[src/rtl/cv32e40p_pkg.sv]
// Shared types and defaults for the fault-tolerant replica reconfiguration logic.
// Holds the reconfiguration FSM state type and the default leaky-bucket tuning.
package cv32e40p_pkg;

   typedef enum logic [1:0] {
      MONITOR  = 2'd0,
      DRAIN    = 2'd1,
      SWAP     = 2'd2,
      DEGRADED = 2'd3
   } ft_state_e;

   localparam int FT_THRESH_DEFAULT = 100;
   localparam int FT_DECAY_DEFAULT  = 2;

   // Lowest-index pending slot wins; callers only use the result when p != 0.
   function automatic logic [1:0] lowest_pending(input logic [2:0] p);
      if (p[0])      return 2'd0;
      else if (p[1]) return 2'd1;
      else           return 2'd2;
   endfunction

endpackage

[src/rtl/cv32e40p_ft_err_counter.sv]
// Leaky-bucket error counter for one voter slot with a sticky over-threshold flag.
// Count and flag update on the same edge; pending_nxt exposes the flag one cycle early.
module cv32e40p_ft_err_counter
   import cv32e40p_pkg::*;
#(
   parameter int CNT_W  = 8,
   parameter int THRESH = FT_THRESH_DEFAULT,
   parameter int DECAY  = FT_DECAY_DEFAULT
) (
   input  logic             clk,
   input  logic             rst,
   input  logic             clr,
   input  logic             valid,
   input  logic             err,
   output logic [CNT_W-1:0] count,
   output logic             pending,
   output logic             pending_nxt
);

   localparam logic [CNT_W-1:0] CNT_MAX = '1;
   localparam logic [CNT_W-1:0] ONE     = CNT_W'(1);
   localparam logic [CNT_W-1:0] DEC     = CNT_W'(DECAY);
   localparam logic [31:0]      THR32   = 32'(THRESH);

   logic [CNT_W-1:0] count_nxt;

   always_comb begin
      count_nxt = count;
      if (clr) begin
         count_nxt = '0;
      end else if (valid) begin
         if (err)
            count_nxt = (count == CNT_MAX) ? count : count + ONE;
         else
            count_nxt = (count > DEC) ? count - DEC : '0;
      end
   end

   // The compare is widened so a THRESH beyond the counter range simply never fires.
   assign pending_nxt = !clr && (pending || (32'(count_nxt) > THR32));

   always_ff @(posedge clk) begin
      if (rst) begin
         count   <= '0;
         pending <= 1'b0;
      end else begin
         count   <= count_nxt;
         pending <= pending_nxt;
      end
   end

endmodule

[src/rtl/cv32e40p_ft_reconfig_ctrl.sv]
// Swaps a persistently failing TMR replica for the spare after draining EX, else goes fatal.
// Stall one cycle after the crossing edge, swap outputs two cycles after when EX is idle.
module cv32e40p_ft_reconfig_ctrl
   import cv32e40p_pkg::*;
#(
   parameter int CNT_W  = 8,
   parameter int THRESH = FT_THRESH_DEFAULT,
   parameter int DECAY  = FT_DECAY_DEFAULT
) (
   input  logic       clk,
   input  logic       rst,
   input  logic       valid_i,
   input  logic [2:0] err_detected_i,
   input  logic       ex_idle_i,
   output logic [2:0] sel_mux_o,
   output logic [3:0] clock_en_o,
   output logic [3:0] permanent_faulty_o,
   output logic       fault_event_o,
   output logic       stall_o,
   output logic       fatal_o
);

   logic [CNT_W-1:0] cnt [3];
   logic [2:0]       pend;
   logic [2:0]       pend_nxt;
   logic [2:0]       clr;
   ft_state_e        state;
   logic [1:0]       slot;
   logic [1:0]       lp;
   logic             spare_used;

   for (genvar g = 0; g < 3; g++) begin : g_cnt
      cv32e40p_ft_err_counter #(
         .CNT_W  (CNT_W),
         .THRESH (THRESH),
         .DECAY  (DECAY)
      ) u_cnt (
         .clk         (clk),
         .rst         (rst),
         .clr         (clr[g]),
         .valid       (valid_i),
         .err         (err_detected_i[g]),
         .count       (cnt[g]),
         .pending     (pend[g]),
         .pending_nxt (pend_nxt[g])
      );
   end

   assign lp = lowest_pending(pend_nxt);

   // The swapped slot's counter restarts from zero and from then on watches the spare.
   always_comb begin
      clr = '0;
      if (state == SWAP)
         clr[slot] = 1'b1;
   end

   always_ff @(posedge clk) begin
      if (rst) begin
         state              <= MONITOR;
         slot               <= 2'd0;
         spare_used         <= 1'b0;
         sel_mux_o          <= 3'b111;
         clock_en_o         <= 4'b0111;
         permanent_faulty_o <= 4'b0000;
         fault_event_o      <= 1'b0;
         stall_o            <= 1'b0;
         fatal_o            <= 1'b0;
      end else begin
         fault_event_o <= 1'b0;
         case (state)
            MONITOR: begin
               // React to the flag being set this edge so the stall lands one cycle after crossing.
               if (|pend_nxt) begin
                  slot <= lp;
                  if (!spare_used) begin
                     state   <= DRAIN;
                     stall_o <= 1'b1;
                  end else begin
                     state   <= DEGRADED;
                     fatal_o <= 1'b1;
                     permanent_faulty_o[sel_mux_o[lp] ? lp : 2'd3] <= 1'b1;
                  end
               end
            end
            DRAIN: begin
               if (ex_idle_i) begin
                  state   <= SWAP;
                  stall_o <= 1'b0;
               end
            end
            SWAP: begin
               sel_mux_o[slot]          <= 1'b0;
               clock_en_o[slot]         <= 1'b0;
               clock_en_o[3]            <= 1'b1;
               permanent_faulty_o[slot] <= 1'b1;
               spare_used               <= 1'b1;
               fault_event_o            <= 1'b1;
               state                    <= MONITOR;
            end
            DEGRADED: begin
               state <= DEGRADED;
            end
            default: state <= MONITOR;
         endcase
      end
   end

endmodule

[config.mk]
export PLATFORM = sky130hd
export DESIGN_NAME = cv32e40p_ft_reconfig_ctrl
export DESIGN_NICKNAME = d
export VERILOG_FILES = /design/src/rtl/cv32e40p_pkg.sv /design/src/rtl/cv32e40p_ft_err_counter.sv /design/src/rtl/cv32e40p_ft_reconfig_ctrl.sv
export SDC_FILE = /design/constraint.sdc
export NUM_CORES = 1
export LEC_CHECK = 0
export BUFFER_PORTS_ARGS = -buffer_cell sky130_fd_sc_hd__buf_2
export CAP_MARGIN = 10
export CORE_ASPECT_RATIO = 0.5
export CORE_MARGIN = 1
export CORE_UTILIZATION = 56
export DETAILED_ROUTE_END_ITERATION = 10
export PLACE_DENSITY = 0.77
export SYNTH_ARGS = -nofsm -noshare
export SYNTH_HDL_FRONTEND = slang
export SYNTH_SLANG_ARGS = --single-unit
[constraint.sdc]
create_clock -name clk -period 2.75 [get_ports clk]
set_clock_uncertainty 0.15 [all_clocks]
set_input_delay 0 -clock clk [delete_from_list [all_inputs] [get_ports clk]]
set_output_delay 0 -clock clk [all_outputs]
set_load 0.02 [all_outputs]
Word level (Yosys, flattened, before mapping)
Cells that the tools add are included.
{"block": "op_classes", "n_mux": 37, "add_sub_neg": 6, "n_bitwise": 6, "n_lt_le_gt_ge": 11, "eq_ne": 10, "reduce_logical": 20}
{"op": "2-to-1 mux 8 bit", "count": 15}
{"op": "adder 8 x 1 -> 8 bit, second input constant", "count": 3}
{"op": "== test 8 bit, second input constant", "count": 3}
{"op": "> comparator 8 x 2 -> 1 bit, second input constant", "count": 3}
{"op": "> comparator 8 x 7 -> 1 bit, second input constant", "count": 3}
{"op": "subtractor 8 x 2 -> 8 bit, second input constant", "count": 3}
{"op": "2-to-1 mux 2 bit", "count": 6}
{"op": "less-than comparator 2 x 3 -> 1 bit, second input constant", "count": 3}
{"op": "2-to-1 mux 4 bit", "count": 2}
{"op": "!= test 2 bit, second input constant", "count": 4}
{"op": "bitwise OR 4 bit", "count": 2}
{"op": "case mux 2 bit (4 select lines)", "count": 1}
{"op": "case mux 4 bit (2 select lines)", "count": 1}
{"op": "2-to-1 mux 1 bit", "count": 7}
{"op": "bitwise AND 3 bit", "count": 2}
{"op": "inverter 3 bit", "count": 2}
{"op": "AND reduction 3 bit", "count": 2}
{"op": "logical AND 1 bit", "count": 5}
{"op": "demux 1 bit (select 2 bit)", "count": 2}
{"op": "== test 2 bit, second input constant", "count": 2}
{"op": "greater-or-equal comparator 2 x 1 -> 1 bit, second input constant", "count": 2}
{"op": "AND reduction 2 bit", "count": 2}
{"op": "AND reduction 4 bit", "count": 1}
{"op": "nonzero test 2 bit", "count": 2}
{"op": "other kinds (8)", "count": 12}
{"block": "totals", "inputBits": 7, "reg_bits": 46, "wordCells": 105}

Depth between registers and ports, before layout
{"block": "depth", "depth_word": 22, "mapped_depth": 12, "depth_no_buf": 10}

Hierarchy
A second synthesis with hierarchy kept.
{"block": "unflattened", "hier_cells": 409, "hier_area_um2": 3417.0}
{"mod": "cv32e40p_ft_err_counter at g_cnt[0].u_cnt ...", "cells_per_inst": 106, "n_inst": 2, "area_per_inst_um2": 840.8, "seq_area_each_um2": 180.2}
{"mod": "cv32e40p_ft_err_counter at g_cnt[1].u_cnt", "cells_per_inst": 106, "n_inst": 1, "area_per_inst_um2": 888.4, "seq_area_each_um2": 180.2}
{"mod": "cv32e40p_ft_reconfig_ctrl", "cells_per_inst": 91, "n_inst": 1, "area_per_inst_um2": 847.1, "seq_area_each_um2": 360.3}

Worst setup path after synthesis
Ideal clock, no wire load.
{"block": "synth_path", "kind": "register to register", "startpoint": "register g_cnt[1].u_cnt.count[1]", "endpoint": "register state[0]", "setup_slack_ns": -0.215, "arrival_time_ns": 2.694, "required_ns": 2.479, "path_stages_with_launch": 12, "setup_time_ns": 0.121, "path_cell_list": "dfxtp_1 > ha_1 > and4_1 > buf_2 > a211oi_1 > a221oi_1 > or3b_1 > o211ai_2 > and2_4 > buf_6 > a41o_4 > mux2_4"}
{"block": "synth_via", "elab_chain_cells": 11, "word_cells_on_any_way": 15, "classes_between": "add/sub: 2; order compare: 2; eq/ne: 2; mux: 5; reduce/logical: 4"}
{"item": "start: declaration", "line_no": "cv32e40p_ft_err_counter.sv:15", "rtl": "output logic [CNT_W-1:0] count,"}
{"item": "start signal: assignment", "line_no": "cv32e40p_ft_err_counter.sv:47", "rtl": "count <= count_nxt;"}
{"item": "subtractor 8 x 2 -> 8 bit (tied with other cells)", "line_no": "cv32e40p_ft_err_counter.sv:35", "rtl": "count_nxt = (count > DEC) ? count - DEC : '0;"}
{"item": "2-to-1 mux 8 bit (on tied branches)", "line_no": "cv32e40p_ft_err_counter.sv:35, cv32e40p_ft_err_counter.sv:33"}
{"item": "2-to-1 mux 8 bit", "line_no": "cv32e40p_ft_err_counter.sv:32", "rtl": "if (err)"}
{"item": "2-to-1 mux 8 bit *", "line_no": "cv32e40p_ft_err_counter.sv:31", "rtl": "end else if (valid) begin"}
{"item": "2-to-1 mux 8 bit *", "line_no": "cv32e40p_ft_err_counter.sv:29", "rtl": "if (clr) begin"}
{"item": "> comparator 8 x 7 -> 1 bit *", "line_no": "cv32e40p_ft_err_counter.sv:40", "rtl": "assign pending_nxt = !clr && (pending || (32'(count_nxt) > THR32));"}
{"item": "logical OR 1 bit *", "line_no": "cv32e40p_ft_err_counter.sv:40"}
{"item": "logical AND 1 bit *", "line_no": "cv32e40p_ft_err_counter.sv:40"}
{"item": "OR reduction 3 bit *", "line_no": "cv32e40p_ft_reconfig_ctrl.sv:74", "rtl": "if (|pend_nxt) begin"}
{"item": "!= test 2 bit (no line) *"}
{"item": "AND reduction 2 bit (no line) *"}
{"item": "end signal: assignment", "line_no": "cv32e40p_ft_reconfig_ctrl.sv:77", "rtl": "state <= DRAIN;"}
{"item": "end signal: assignment", "line_no": "cv32e40p_ft_reconfig_ctrl.sv:80", "rtl": "state <= DEGRADED;"}
{"item": "end signal: assignment", "line_no": "cv32e40p_ft_reconfig_ctrl.sv:88", "rtl": "state <= SWAP;"}
{"item": "end: declaration", "line_no": "cv32e40p_ft_reconfig_ctrl.sv:27", "rtl": "ft_state_e state;"}
Every way passes the cells marked *; elsewhere a longest branch is shown, timed or not.
A chain may end at the register's enable or synchronous reset.

Worst setup path in the final report
{"block": "layout_path", "startpoint": "register g_cnt[2].u_cnt.count[2]", "endpoint": "register state[0]"}
{"block": "layout_via", "elab_chain_cells": 11, "word_cells_on_any_way": 15, "classes_between": "add/sub: 2; order compare: 2; eq/ne: 2; mux: 5; reduce/logical: 4"}
{"item": "start: declaration", "line_no": "cv32e40p_ft_err_counter.sv:15"}
{"item": "start signal: assignment", "line_no": "cv32e40p_ft_err_counter.sv:47"}
{"item": "subtractor 8 x 2 -> 8 bit (tied with other cells)", "line_no": "cv32e40p_ft_err_counter.sv:35"}
{"item": "2-to-1 mux 8 bit (on tied branches)", "line_no": "cv32e40p_ft_err_counter.sv:35, cv32e40p_ft_err_counter.sv:33"}
{"item": "2-to-1 mux 8 bit", "line_no": "cv32e40p_ft_err_counter.sv:32"}
{"item": "2-to-1 mux 8 bit *", "line_no": "cv32e40p_ft_err_counter.sv:31"}
{"item": "2-to-1 mux 8 bit *", "line_no": "cv32e40p_ft_err_counter.sv:29"}
{"item": "> comparator 8 x 7 -> 1 bit *", "line_no": "cv32e40p_ft_err_counter.sv:40"}
{"item": "logical OR 1 bit *", "line_no": "cv32e40p_ft_err_counter.sv:40"}
{"item": "logical AND 1 bit *", "line_no": "cv32e40p_ft_err_counter.sv:40"}
{"item": "OR reduction 3 bit *", "line_no": "cv32e40p_ft_reconfig_ctrl.sv:74"}
{"item": "!= test 2 bit (no line) *"}
{"item": "AND reduction 2 bit (no line) *"}
Marks and branches as above.

==> metrics <==
status=finished with violations; violated checks=setup timing; die height=57.3 µm; fin crit period=2920 ps; max-slew violation count=0; worst slew pin tran=about 580 ps; fillers=310; Cell Rows=19; routed wl met3=approximately 1.1 mm; share of cells above drive strength 1=39.5%; worst slack at placement=-183 ps; Most used DFF post-synth=dfxtp_1; fin cells=592; Ports=21; vias=4122; Mean Syn Cell Area=around 7.7 µm²; leakage=1.92 nW; share of flip-flops with an asynchronous set or reset=0%; Hold Vio Cnt, Final=0; Post-Synthesis Cells=447; Worst-Skew Late Latency=290 ps; initial antenna violation count=0; first-pass GRT wire length=16.8 mm; Yosys Warn Count=0; worst vdd ir=0.000532 V; CTS tree=built; Power Density=666 mW/mm²; Slew HR=60.1%; DRT Pass-1 Iters=7; Tot Pwr=3.12 mW; largest net degree at the start of global routing=23; initial core utilization=60.3%; design area=0.00469 mm²; max_cap viols=0; Highest Signal Layer=met4; final WL=12.0 mm; Diodes inserted=0; area of the die=between 0.006 and 0.007 mm²; total gr overflow=0; Critical Path AT=2950 ps; DRC violations left=0; Root Buffer=clkbuf_16; Clock transition at path regs=70 ps; Setup CP Type=reg2reg; commonest cells after routing, fill and taps aside=76 x buf_4, 44 x nor2_1, 37 x nand2_1, 30 x dfxtp_1, 24 x inv_1; commonest non-fill, non-tap cell in the layout=buf_4; CP required=2780 ps; CP endpoint kind=register; final worst slack=-173 ps; RSZ-0062 raised after global routing=true; RePlAce Congestion=0.960; Max Freq=342 MHz; Worst Path Max Fanout=8; hpwl dp=7.37 mm; area of the multi-input gates=0.00270 mm²; Total GRT Usage=32.3%; Final Core Density=82.6%; synthesized area=0.00343 mm²; WL/cell=slightly above 20 µm; Die W=113 µm; core area=0.00568 mm²; Min-Delay Path Class=in2reg; H-tree depth=2; synthesis-to-finish area growth=36.8%; Post-DRT Antenna Nets=0; register bit total from synthesis=45; CP startpoint kind=register; register area share after synthesis=26.3%; port bufs=20; register area=927 µm²; Post-synth EDFFs=0; Unique masters post-synth=73; Num CTS Buffers=5; number of vias per cell=approximately 7.0; final setup fails=9; number of global-route vias before repair=3631; WL met1=4.71 mm; hold_ws=17.2 ps; fin crit share=106%; Placed Cells=573; clock sinks=45; CTS max path bufs=2; Initial DRC Count=between 700 and 800; met2 wire len=5.63 mm; area post-placement=0.00399 mm²; syn_nets=between 400 and 500; fin nets=541; Setup TNS Final=-783 ps
-- worst max-delay path, cell delays in order, from the launching register on --
cell and delay (ps):
dfxtp_2 380, nor4_4 500, nor4b_2 430, a221o_1 260
o2111ai_2 120, or3_4 360, nand2_2 100, a41o_4 210
mux2_4 300
-- registers in the layout (all words and copies together) (netlist names), 2 cells and up --
register,cells
clock_en_o,4
g_cnt.u_cnt.count,24
g_cnt.u_cnt.pending,3
permanent_faulty_o,4
sel_mux_o,3
slot,2
state,2
-- final timing paths --
kind                            slack [ps]                         end  cells past startpoint                          startpoint
worst max-delay path                  -170       state[0]$_SDFFE_PP0P_                      8  g_cnt[2].u_cnt.count[2]$_SDFF_PP0_
worst min-delay path                    20        stall_o$_SDFFE_PP0P_                      5                           ex_idle_i
worst max register to register        -170       state[0]$_SDFFE_PP0P_                      8  g_cnt[2].u_cnt.count[2]$_SDFF_PP0_
worst min register to register         290  clock_en_o[1]$_SDFFE_PP1P_                      2          clock_en_o[1]$_SDFFE_PP1P_
-- metal layers --
layer / GRT usage [%] / up-vias
met4: 12.4 / 0
met3: 5.21 / 83
met5: 0 / -
met1: 40.9 / 1891
met2: 56.3 / 325
li1: - / 1823
-- cell families after synthesis --
family | synth area share, %
AOI/OAI and AO/OA | 28.4
adders and majority gates | 5.84
buffers and inverters | 7.92
DFF | 26.3
muxes | 1.61
and+or+nand+nor | 29.9
-- area by class of cell --
| class | instances | area share, % |
|---|---|---|
| Inverter | 26 | 2.08 |
| Multi-Input combinational cell | 341 | 57.6 |
| Timing Repair Buffer | 99 | 15.0 |
| Clock buffer | 7 | 3.49 |
| Tap cell | 73 | 1.95 |
| Sequential cell | 45 | 19.8 |
| Clock inverter | 1 | 0.160 |
-- repair_timing --
item,4_1_cts,5_1_grt
pin swaps,11,21
hold buffers,1,0
setup buffers,5,5
setup endpoints to repair,7,10
hold endpoints to repair,10,0
gates resized for setup,27,62
-- cell usage after synthesis (2+ instances only) --
cell type / count / area share [%]
o22ai_1: 3 / 0.55
a22o_1: 2 / 0.51
buf_2: 9 / 1.3
buf_4: 2 / 0.44
a31oi_1: 12 / 2.2
a22oi_1: 2 / 0.44
or3_1: 4 / 0.73
nand4b_1: 2 / 0.51
o2111a_1: 2 / 0.66
nor2_1: 46 / 5.0
ha_1: 16 / 5.8
o21ai_0: 16 / 2.3
a211oi_1: 17 / 3.7
o221ai_1: 2 / 0.51
buf_6: 3 / 0.99
nand2_1: 39 / 4.3
nand3_1: 14 / 2.0
or2_2: 4 / 0.73
nand4_1: 8 / 1.5
a31o_2: 6 / 1.5
and4_1: 5 / 1.3
and3_1: 12 / 2.2
a211o_1: 3 / 0.77
inv_1: 26 / 2.8
a221oi_1: 7 / 1.8
nand2b_1: 6 / 1.1
mux2i_1: 4 / 1.2
nand3b_1: 2 / 0.44
a41oi_1: 4 / 1.0
a311oi_1: 5 / 1.3
nor4_1: 4 / 0.73
nor4_2: 2 / 0.73
o211a_1: 2 / 0.58
nor3_1: 17 / 2.5
nor4b_1: 4 / 1.0
clkbuf_1: 19 / 2.1
dfxtp_1: 45 / 26
o32ai_1: 6 / 1.5
nor2b_1: 10 / 1.8
o211ai_1: 3 / 0.66
a21oi_1: 19 / 2.8
o41ai_1: 2 / 0.51
-- report_power, final --
part,internal (mW),switching [mW],total (mW)
clock,0.417,0.261,0.679
sequential,0.745,0.126,0.871
combinational,0.737,0.836,1.57
Power figures use the tool's default switching activity.
